==> src/rtl/imm_gen_pipe_if.sv <==
// Handshake bundle for imm_gen_pipe: upstream instr/EXTOp channel and downstream immediate channel.
interface imm_gen_pipe_if #(
  parameter int unsigned XLEN = 32
);
  logic            in_valid;
  logic            in_ready;
  logic [31:0]     instr;
  logic [2:0]      EXTOp;
  logic            out_valid;
  logic            out_ready;
  logic [XLEN-1:0] immout;
  logic            imm_illegal;

  modport master (
    output in_valid, instr, EXTOp, out_ready,
    input  in_ready, out_valid, immout, imm_illegal
  );

  modport slave (
    input  in_valid, instr, EXTOp, out_ready,
    output in_ready, out_valid, immout, imm_illegal
  );
endinterface

==> src/rtl/imm_gen_pipe.sv <==
// RISC-V immediate generator behind a 2-entry skid buffer (output register + skid register).
// Optional macro IMM_GEN_ZIMM_EN enables EXTOp 110 as the zero-extended CSR zimm field.
module imm_gen_pipe #(
  parameter int unsigned XLEN = 32
) (
  input logic             clk,
  input logic             rst,
  input logic             flush,
  imm_gen_pipe_if.slave   bus
);

  typedef enum logic [1:0] {StEmpty, StOne, StTwo} state_e;

  state_e          state_q, state_d;
  logic [XLEN-1:0] out_imm_q, out_imm_d;
  logic            out_ill_q, out_ill_d;
  logic [XLEN-1:0] skid_imm_q, skid_imm_d;
  logic            skid_ill_q, skid_ill_d;

  logic signed [31:0] imm32;
  logic               dec_ill;
  logic [XLEN-1:0]    dec_imm;
  logic               in_ready, out_valid, in_fire, out_fire;

  // Opcode bits never feed any immediate field.
  logic unused_opcode;
  assign unused_opcode = ^bus.instr[6:0];

  always_comb begin
    imm32   = '0;
    dec_ill = 1'b0;
    unique case (bus.EXTOp)
      3'b001: imm32 = {{20{bus.instr[31]}}, bus.instr[31:20]};
      3'b010: imm32 = {{20{bus.instr[31]}}, bus.instr[31:25], bus.instr[11:7]};
      3'b011: imm32 = {{19{bus.instr[31]}}, bus.instr[31], bus.instr[7], bus.instr[30:25],
                       bus.instr[11:8], 1'b0};
      3'b100: imm32 = {bus.instr[31:12], 12'b0};
      3'b101: imm32 = {{11{bus.instr[31]}}, bus.instr[31], bus.instr[19:12], bus.instr[20],
                       bus.instr[30:21], 1'b0};
`ifdef IMM_GEN_ZIMM_EN
      3'b110: imm32 = {27'b0, bus.instr[19:15]};
`else
      3'b110: dec_ill = 1'b1;
`endif
      default: dec_ill = 1'b1;
    endcase
  end

  // Signed cast widens to XLEN; zimm has a zero MSB so it stays zero-extended.
  assign dec_imm = XLEN'(imm32);

  // Ready depends on registered state only, so no out_ready -> in_ready path exists.
  assign in_ready  = (state_q != StTwo);
  assign out_valid = (state_q == StOne) || (state_q == StTwo);
  assign in_fire   = bus.in_valid && in_ready;
  assign out_fire  = out_valid && bus.out_ready;

  always_comb begin
    state_d    = state_q;
    out_imm_d  = out_imm_q;
    out_ill_d  = out_ill_q;
    skid_imm_d = skid_imm_q;
    skid_ill_d = skid_ill_q;
    if (flush) begin
      state_d = StEmpty;
    end else begin
      case (state_q)
        StEmpty: begin
          if (in_fire) begin
            state_d   = StOne;
            out_imm_d = dec_imm;
            out_ill_d = dec_ill;
          end
        end
        StOne: begin
          if (in_fire && out_fire) begin
            out_imm_d = dec_imm;
            out_ill_d = dec_ill;
          end else if (in_fire) begin
            state_d    = StTwo;
            skid_imm_d = dec_imm;
            skid_ill_d = dec_ill;
          end else if (out_fire) begin
            state_d = StEmpty;
          end
        end
        StTwo: begin
          if (out_fire) begin
            state_d   = StOne;
            out_imm_d = skid_imm_q;
            out_ill_d = skid_ill_q;
          end
        end
        default: state_d = StEmpty;
      endcase
    end
  end

  always_ff @(posedge clk) begin
    if (rst) begin
      state_q    <= StEmpty;
      out_imm_q  <= '0;
      out_ill_q  <= 1'b0;
      skid_imm_q <= '0;
      skid_ill_q <= 1'b0;
    end else begin
      state_q    <= state_d;
      out_imm_q  <= out_imm_d;
      out_ill_q  <= out_ill_d;
      skid_imm_q <= skid_imm_d;
      skid_ill_q <= skid_ill_d;
    end
  end

  assign bus.in_ready    = in_ready;
  assign bus.out_valid   = out_valid;
  assign bus.immout      = out_imm_q;
  assign bus.imm_illegal = out_ill_q;

endmodule

==> src/flat_wrapper.sv <==
// flat-port wrapper written by rule: the top's interface ports become plain ports
module imm_gen_pipe_flat 
#(
  parameter int unsigned XLEN = 32
)
  (clk, rst, flush, bus_in_valid, bus_instr, bus_EXTOp, bus_out_ready, bus_in_ready, bus_out_valid, bus_immout, bus_imm_illegal);
  imm_gen_pipe_if #(.XLEN(XLEN)) bus_i ();
  input logic clk;
  input logic rst;
  input logic flush;
  input wire logic [$bits(bus_i.in_valid)-1:0] bus_in_valid;
  input wire logic [$bits(bus_i.instr)-1:0] bus_instr;
  input wire logic [$bits(bus_i.EXTOp)-1:0] bus_EXTOp;
  input wire logic [$bits(bus_i.out_ready)-1:0] bus_out_ready;
  output wire logic [$bits(bus_i.in_ready)-1:0] bus_in_ready;
  output wire logic [$bits(bus_i.out_valid)-1:0] bus_out_valid;
  output wire logic [$bits(bus_i.immout)-1:0] bus_immout;
  output wire logic [$bits(bus_i.imm_illegal)-1:0] bus_imm_illegal;
  assign bus_i.in_valid = bus_in_valid;
  assign bus_i.instr = bus_instr;
  assign bus_i.EXTOp = bus_EXTOp;
  assign bus_i.out_ready = bus_out_ready;
  assign bus_in_ready = bus_i.in_ready;
  assign bus_out_valid = bus_i.out_valid;
  assign bus_immout = bus_i.immout;
  assign bus_imm_illegal = bus_i.imm_illegal;
  imm_gen_pipe #(.XLEN(XLEN)) u_core (.clk(clk), .rst(rst), .flush(flush), .bus(bus_i));
endmodule
==> config.mk <==
export PLATFORM = sky130hd
export DESIGN_NAME = imm_gen_pipe_flat
export DESIGN_NICKNAME = d
export VERILOG_FILES = /design/src/rtl/imm_gen_pipe_if.sv /design/src/rtl/imm_gen_pipe.sv /design/src/flat_wrapper.sv
export SDC_FILE = /design/constraint.sdc
export NUM_CORES = 1
export LEC_CHECK = 0
export ABC_AREA = 1
export CAP_MARGIN = 25
export CELL_PAD_IN_SITES_DETAIL_PLACEMENT = 0
export CELL_PAD_IN_SITES_GLOBAL_PLACEMENT = 1
export CORE_MARGIN = 4
export CORE_UTILIZATION = 38
export DETAILED_ROUTE_END_ITERATION = 7
export PLACE_DENSITY_LB_ADDON = 0.1
export SYNTH_ARGS = -nofsm -noshare
export SYNTH_HDL_FRONTEND = slang
export SYNTH_SLANG_ARGS = --single-unit
==> constraint.sdc <==
create_clock -name clk -period 3.67 [get_ports clk]
set_input_delay 0.734 -clock clk [delete_from_list [all_inputs] [get_ports clk]]
set_output_delay 0.734 -clock clk [all_outputs]
set_load 0.02 [all_outputs]
## Word level (Yosys, flattened, before mapping)

Index checks and enable logic that the tools add are counted.
Widths: inputs -> output; s select.

| word-level totals | value |
|---|---|
| register bits | 68 |
| input bits | 40 |
| output and inout bits | 35 |
| logic and storage cells | 47 |

| operators by class | value |
|---|---|
| equal/unequal tests | 13 |
| multiplexer cells | 16 |
| bitwise gates (word level) | 2 |
| reduce and logical (&&, ||, !) cells | 11 |

Operators by type and width:

| kind | count |
|---|---|
| $pmux 32 s5 | 1 |
| $mux 32 | 3 |
| $pmux 32 s3 | 1 |
| $mux 2 | 5 |
| $reduce_and 4->1 | 2 |
| $eq 3x2->1 const B | 2 |
| $eq 3x3->1 const B | 2 |
| $ne 2x2->1 const B | 3 |
| $pmux 2 s3 | 1 |
| $reduce_and 5->1 | 1 |
| $reduce_or 5->1 | 1 |
| $mux 1 | 4 |
| $ne 2x1->1 const B | 2 |
| $eq 3x1->1 const B | 1 |
| $logic_and 1x1->1 | 3 |
| $ne 3x1->1 const B | 1 |
| $pmux 1 s3 | 1 |
| $reduce_bool 3->1 | 1 |
| $eq 2x1->1 const B | 1 |
| $eq 2x2->1 const B | 1 |
| $logic_not 2->1 | 1 |
| $not 1->1 | 2 |
| $reduce_or 2->1 | 1 |
| $logic_or 1x1->1 | 1 |

## Logic depth before layout (Yosys ltp)

| depth | value |
|---|---|
| depth in word-level cells | 7 |
| mapped depth | 11 |
| mapped depth without buffers | 10 |

## Least setup slack after synthesis

OpenSTA, ideal clock, no wires.

| path | value |
|---|---|
| path type | register to register |
| start | register u_core.state_q[0] |
| end | register u_core.out_imm_q[11] (netlist: u_core.bus.immout[11]) |
| setup time | 0.117 ns |
| arrival | 1.563 ns |
| required time | 3.553 ns |
| slack | 1.990 ns |
| stages on the path, launching flop included | 11 |
| path buffers | 1 |
| period minus slack after synthesis | 1.680 ns |
| cells stage by stage | dfxtp_1 -> inv_1 -> ha_1 -> nand2_1 -> inv_1 -> nand2_1 -> nand2_2 -> nand3_2 -> buf_2 -> nor2_1 -> a21oi_1 |

| on the way | value |
|---|---|
| word-level cells in the longest chain between the ends | 6 |
| elaborated cells between the ends (all ways) | 14 |
| those cells by class | eq/ne (6); mux (1); reduce/logical (7) |

RTL lines:

| element | line | RTL |
|---|---|---|
| start: declaration | imm_gen_pipe.sv:14 | `state_e state_q, state_d;` |
| start signal: assignment | imm_gen_pipe.sv:101 | `state_q <= StEmpty;` |
| start signal: assignment | imm_gen_pipe.sv:107 | `state_q <= state_d;` |
| $eq 2x1->1 or $eq 2x2->1 (tied branches) | imm_gen_pipe.sv:54 | `assign out_valid = (state_q == StOne) \|\| (state_q == StTwo);` |
| $logic_or 1x1->1 (*) | imm_gen_pipe.sv:54 |  |
| named net bus_out_valid | flat_wrapper.sv:16 | `output wire logic [$bits(bus_i.out_valid)-1:0] bus_out_valid;` |
| $logic_and 1x1->1 (*) | imm_gen_pipe.sv:56 | `assign out_fire = out_valid && bus.out_ready;` |
| $logic_and 1x1->1 | imm_gen_pipe.sv:76 | `if (in_fire && out_fire) begin` |
| $ne 2x2->1 (no line) | n/a |  |
| $reduce_and 5->1 (no line) (*) | n/a |  |
| end signal: assignment | imm_gen_pipe.sv:108 | `out_imm_q <= out_imm_d;` |
| end: declaration | imm_gen_pipe.sv:15 | `logic [XLEN-1:0] out_imm_q, out_imm_d;` |

Mark *: on every way through the listed nets, which the timed path passes. The rest lies on a longest branch.
A chain may end at the register's enable or synchronous reset.

## Worst setup path in the final report

| path | value |
|---|---|
| start | register u_core.state_q[0] |
| end | output port bus_in_ready |

| on the way | value |
|---|---|
| word-level cells in the longest chain between the ends | 1 |

RTL lines:

| element | line | RTL |
|---|---|---|
| $ne 2x2->1 | imm_gen_pipe.sv:53 | `assign in_ready = (state_q != StTwo);` |
| end: declaration | flat_wrapper.sv:15 | `output wire logic [$bits(bus_i.in_ready)-1:0] bus_in_ready;` |

No other way between the ends.

==> impl_results.md <==
* Crit-path max FO at 4
* Post-CTS Setup Inserts at 0
* Initial Util at 39.7%
* Finished Cell Area at 4460 sq um
* Max IR drop VDD at 198 uV
* Final worst path period share at 66.4%
* Final wirelength at 9230 um
* CP Class: flip-flop to primary output
* Wirelength per Cell at 12.5 um
* Die Area at 10,900 sq um
* Status: finished clean
* Post-DR vias/cell at 4.67
* Final ANT Viol Nets at 0
* Startpoint types: flip-flop
* Vias in the first global route at 3,251
* Slew Viols, Final at 0
* Gate power share at 25.9%
* Clk slew on worst S/H paths at 80 ps
* PwrDens at 460 nW/um^2
* CTS tree: yes
* IO Pins at 75
* Commonest non-fill, non-tap cell in the layout: nand2_1
* Post-layout min period at 2440 ps
* CTS Root Cell: clkbuf_8
* Reg power frac at 40.3%
* #FFs+latches synth at 68
* Initial antenna violation count at 0
* Core area at 8850 sq um
* Mapped cell area at 3520 sq um
* Leakage power total at 2.09 nW
* Clock power frac at 33.8%
* Hold Buf Count CTS at 0
* Post-Syn Area per Cell at 6.16 sq um
* Top cell type's share of synthesized area at 38.7%
* Layout cells sized above 1 at 6.37%
* Pre-CTS WS at 975 ps
* Largest area contributor in the netlist: dfxtp_1
* Post-Syn Instances at 571
* Syn_nets at 615
* Sink Count at 68
* Die Y-Extent at 104 um
* Cts repair resizes at 0
* Setup TNS at 0 ps
* Worst min-delay path category: flip-flop to flip-flop
* Internal power at 1.42 mW
* Final WS setup at 1230 ps
* RSZ-0062 raised after global routing: false
* Routability cong. at 0.817
* Sw Ratio at 31.1%
* Placement-stage cell area at 4240 sq um
* Worst slew margin at 55.5%
* Commonest non-fill, non-tap cells in the layout: nand2_1 (177), nor2_1 (107), dfxtp_1 (68), clkdlybuf4s50_1 (67), inv_1 (55)
* YS warnings at 0
* Total CTS buffers at 9
* NetSw at 0.638 mW
* Nets at 667
* I/O Buffers at 67
* DR vias at 3,439
* Yosys cell types at 20
* Crit. End Element: primary output
* First-pass GRT wire length at 15,700 um
* Top cells by area, synth: dfxtp_1 (39%), nand2_1 (19%), nor2_1 (12%)
* Final hold viol count at 0
* Max-Cap Viols at 0
* Clock Skew at 8.34 ps
* Row Count at 34
* Antenna diode count at 0
* Gr usage total at 17.3%
* H-tree lvl count at 3
* DR DRC count at 0
* Clock buffer depth at 2
* Fillers at 949
* Largest net degree at the start of global routing at 66
* DP HPWL at 6090 um
* Peak Freq at 0.411 GHz
* CP arrival at 1700 ps
* Tightest Pin Transition at 667 ps
* Die width at 104 um
* Pre-antenna DRT Iters at 4
* Layout area overhead at 26.9%
* Worst-skew pair later-pin latency at 330 ps
* Total power at 2.05 mW
* Overflow after GRT at 0
* Initial DRC Count at 126
* CP Data Required Time at 2940 ps
* Sequential area share after synthesis at 38.7%
* Count of final setup violators at 0
==> registers in the layout (all words and copies together) (netlist names) <==
register                flops
u_core.skid_ill_q           1
u_core.bus.imm_illegal      1
u_core.skid_imm_q          32
u_core.bus.immout          32
u_core.state_q              2
==> layout make-up <==
class	instances	area, sq um	share of cell area (%)
Multi-Input combinational cell	405	1770	39.6
Sequential cell	68	1360	30.5
Timing Repair Buffer	74	736	16.5
Inverter	65	244	5.47
Clock buffer	12	145	3.25
Tap cell	108	135	3.03
Clock inverter	4	72.6	1.63
==> power by group through the flow <==
stage	Clock (mW)	Combinational, mW	Sequential (mW)
after floorplan	0	0.276	0.900
after global placement	0	0.531	0.843
after detailed placement	0	0.534	0.845
after CTS	0.707	0.537	0.829
after global routing	0.745	0.597	0.835
final	0.695	0.531	0.828
==> synthesized netlist by cell type <==
master / instances
nand2_1: 177
nor2_1: 108
dfxtp_1: 68
inv_1: 55
o21ai_0: 40
a21oi_1: 33
nand4_1: 26
buf_2: 15
clkbuf_1: 12
inv_2: 10
nand3_1: 8
ha_1: 4
buf_1: 3
buf_4: 3
nand2_2: 3
nand3_2: 2
nor2_2: 1
nor3_1: 1
nor3_2: 1
o211a_1: 1
==> worst max-delay path: stages, from the launching register on <==
cell and delay [ps]:
dfxtp_1 360, inv_1 90, ha_2 200, inv_1 110
clkdlybuf4s50_1 620
==> final timing paths <==
check	from	to	slack, ps	cells after the start
max	u_core.state_q[0]	bus_in_ready	1230	4
min	u_core.bus.immout[10]	u_core.bus.immout[10]	510	4
max reg2reg	u_core.state_q[0]	u_core.bus.immout[0]	1550	11
min reg2reg	u_core.bus.immout[10]	u_core.bus.immout[10]	510	4
==> stage by stage <==
| stage | hold WS [ps] | util, % | instances |
|---|---|---|---|
| finish | 512 | 50.4 | 736 |
| global route | 543 | 50.4 | 736 |
| CTS | 515 | 50.4 | 736 |
| detailed placement | 496 | 48.0 | 720 |
| global placement | 481 | 48.0 | 720 |
| floorplan | 472 | - | 571 |
==> routing by layer <==
layer | wire length [um] | up-vias | track usage (%)
met5 | 0 | - | 0
met4 | 41 | 0 | 2.94
met3 | 374 | 2 | 4.03
met2 | 4250 | 64 | 27.5
met1 | 4560 | 1503 | 24.3
li1 | - | 1870 | -
==> kinds of logic after synthesis <==
kind of cell	Yosys count	share of synthesized area, %
compound gates	74	10.7
fa+ha+maj	4	1.42
buf+inv	98	11.3
flops	68	38.7
simple gates	327	37.9
(Power assumes the default switching activity.)
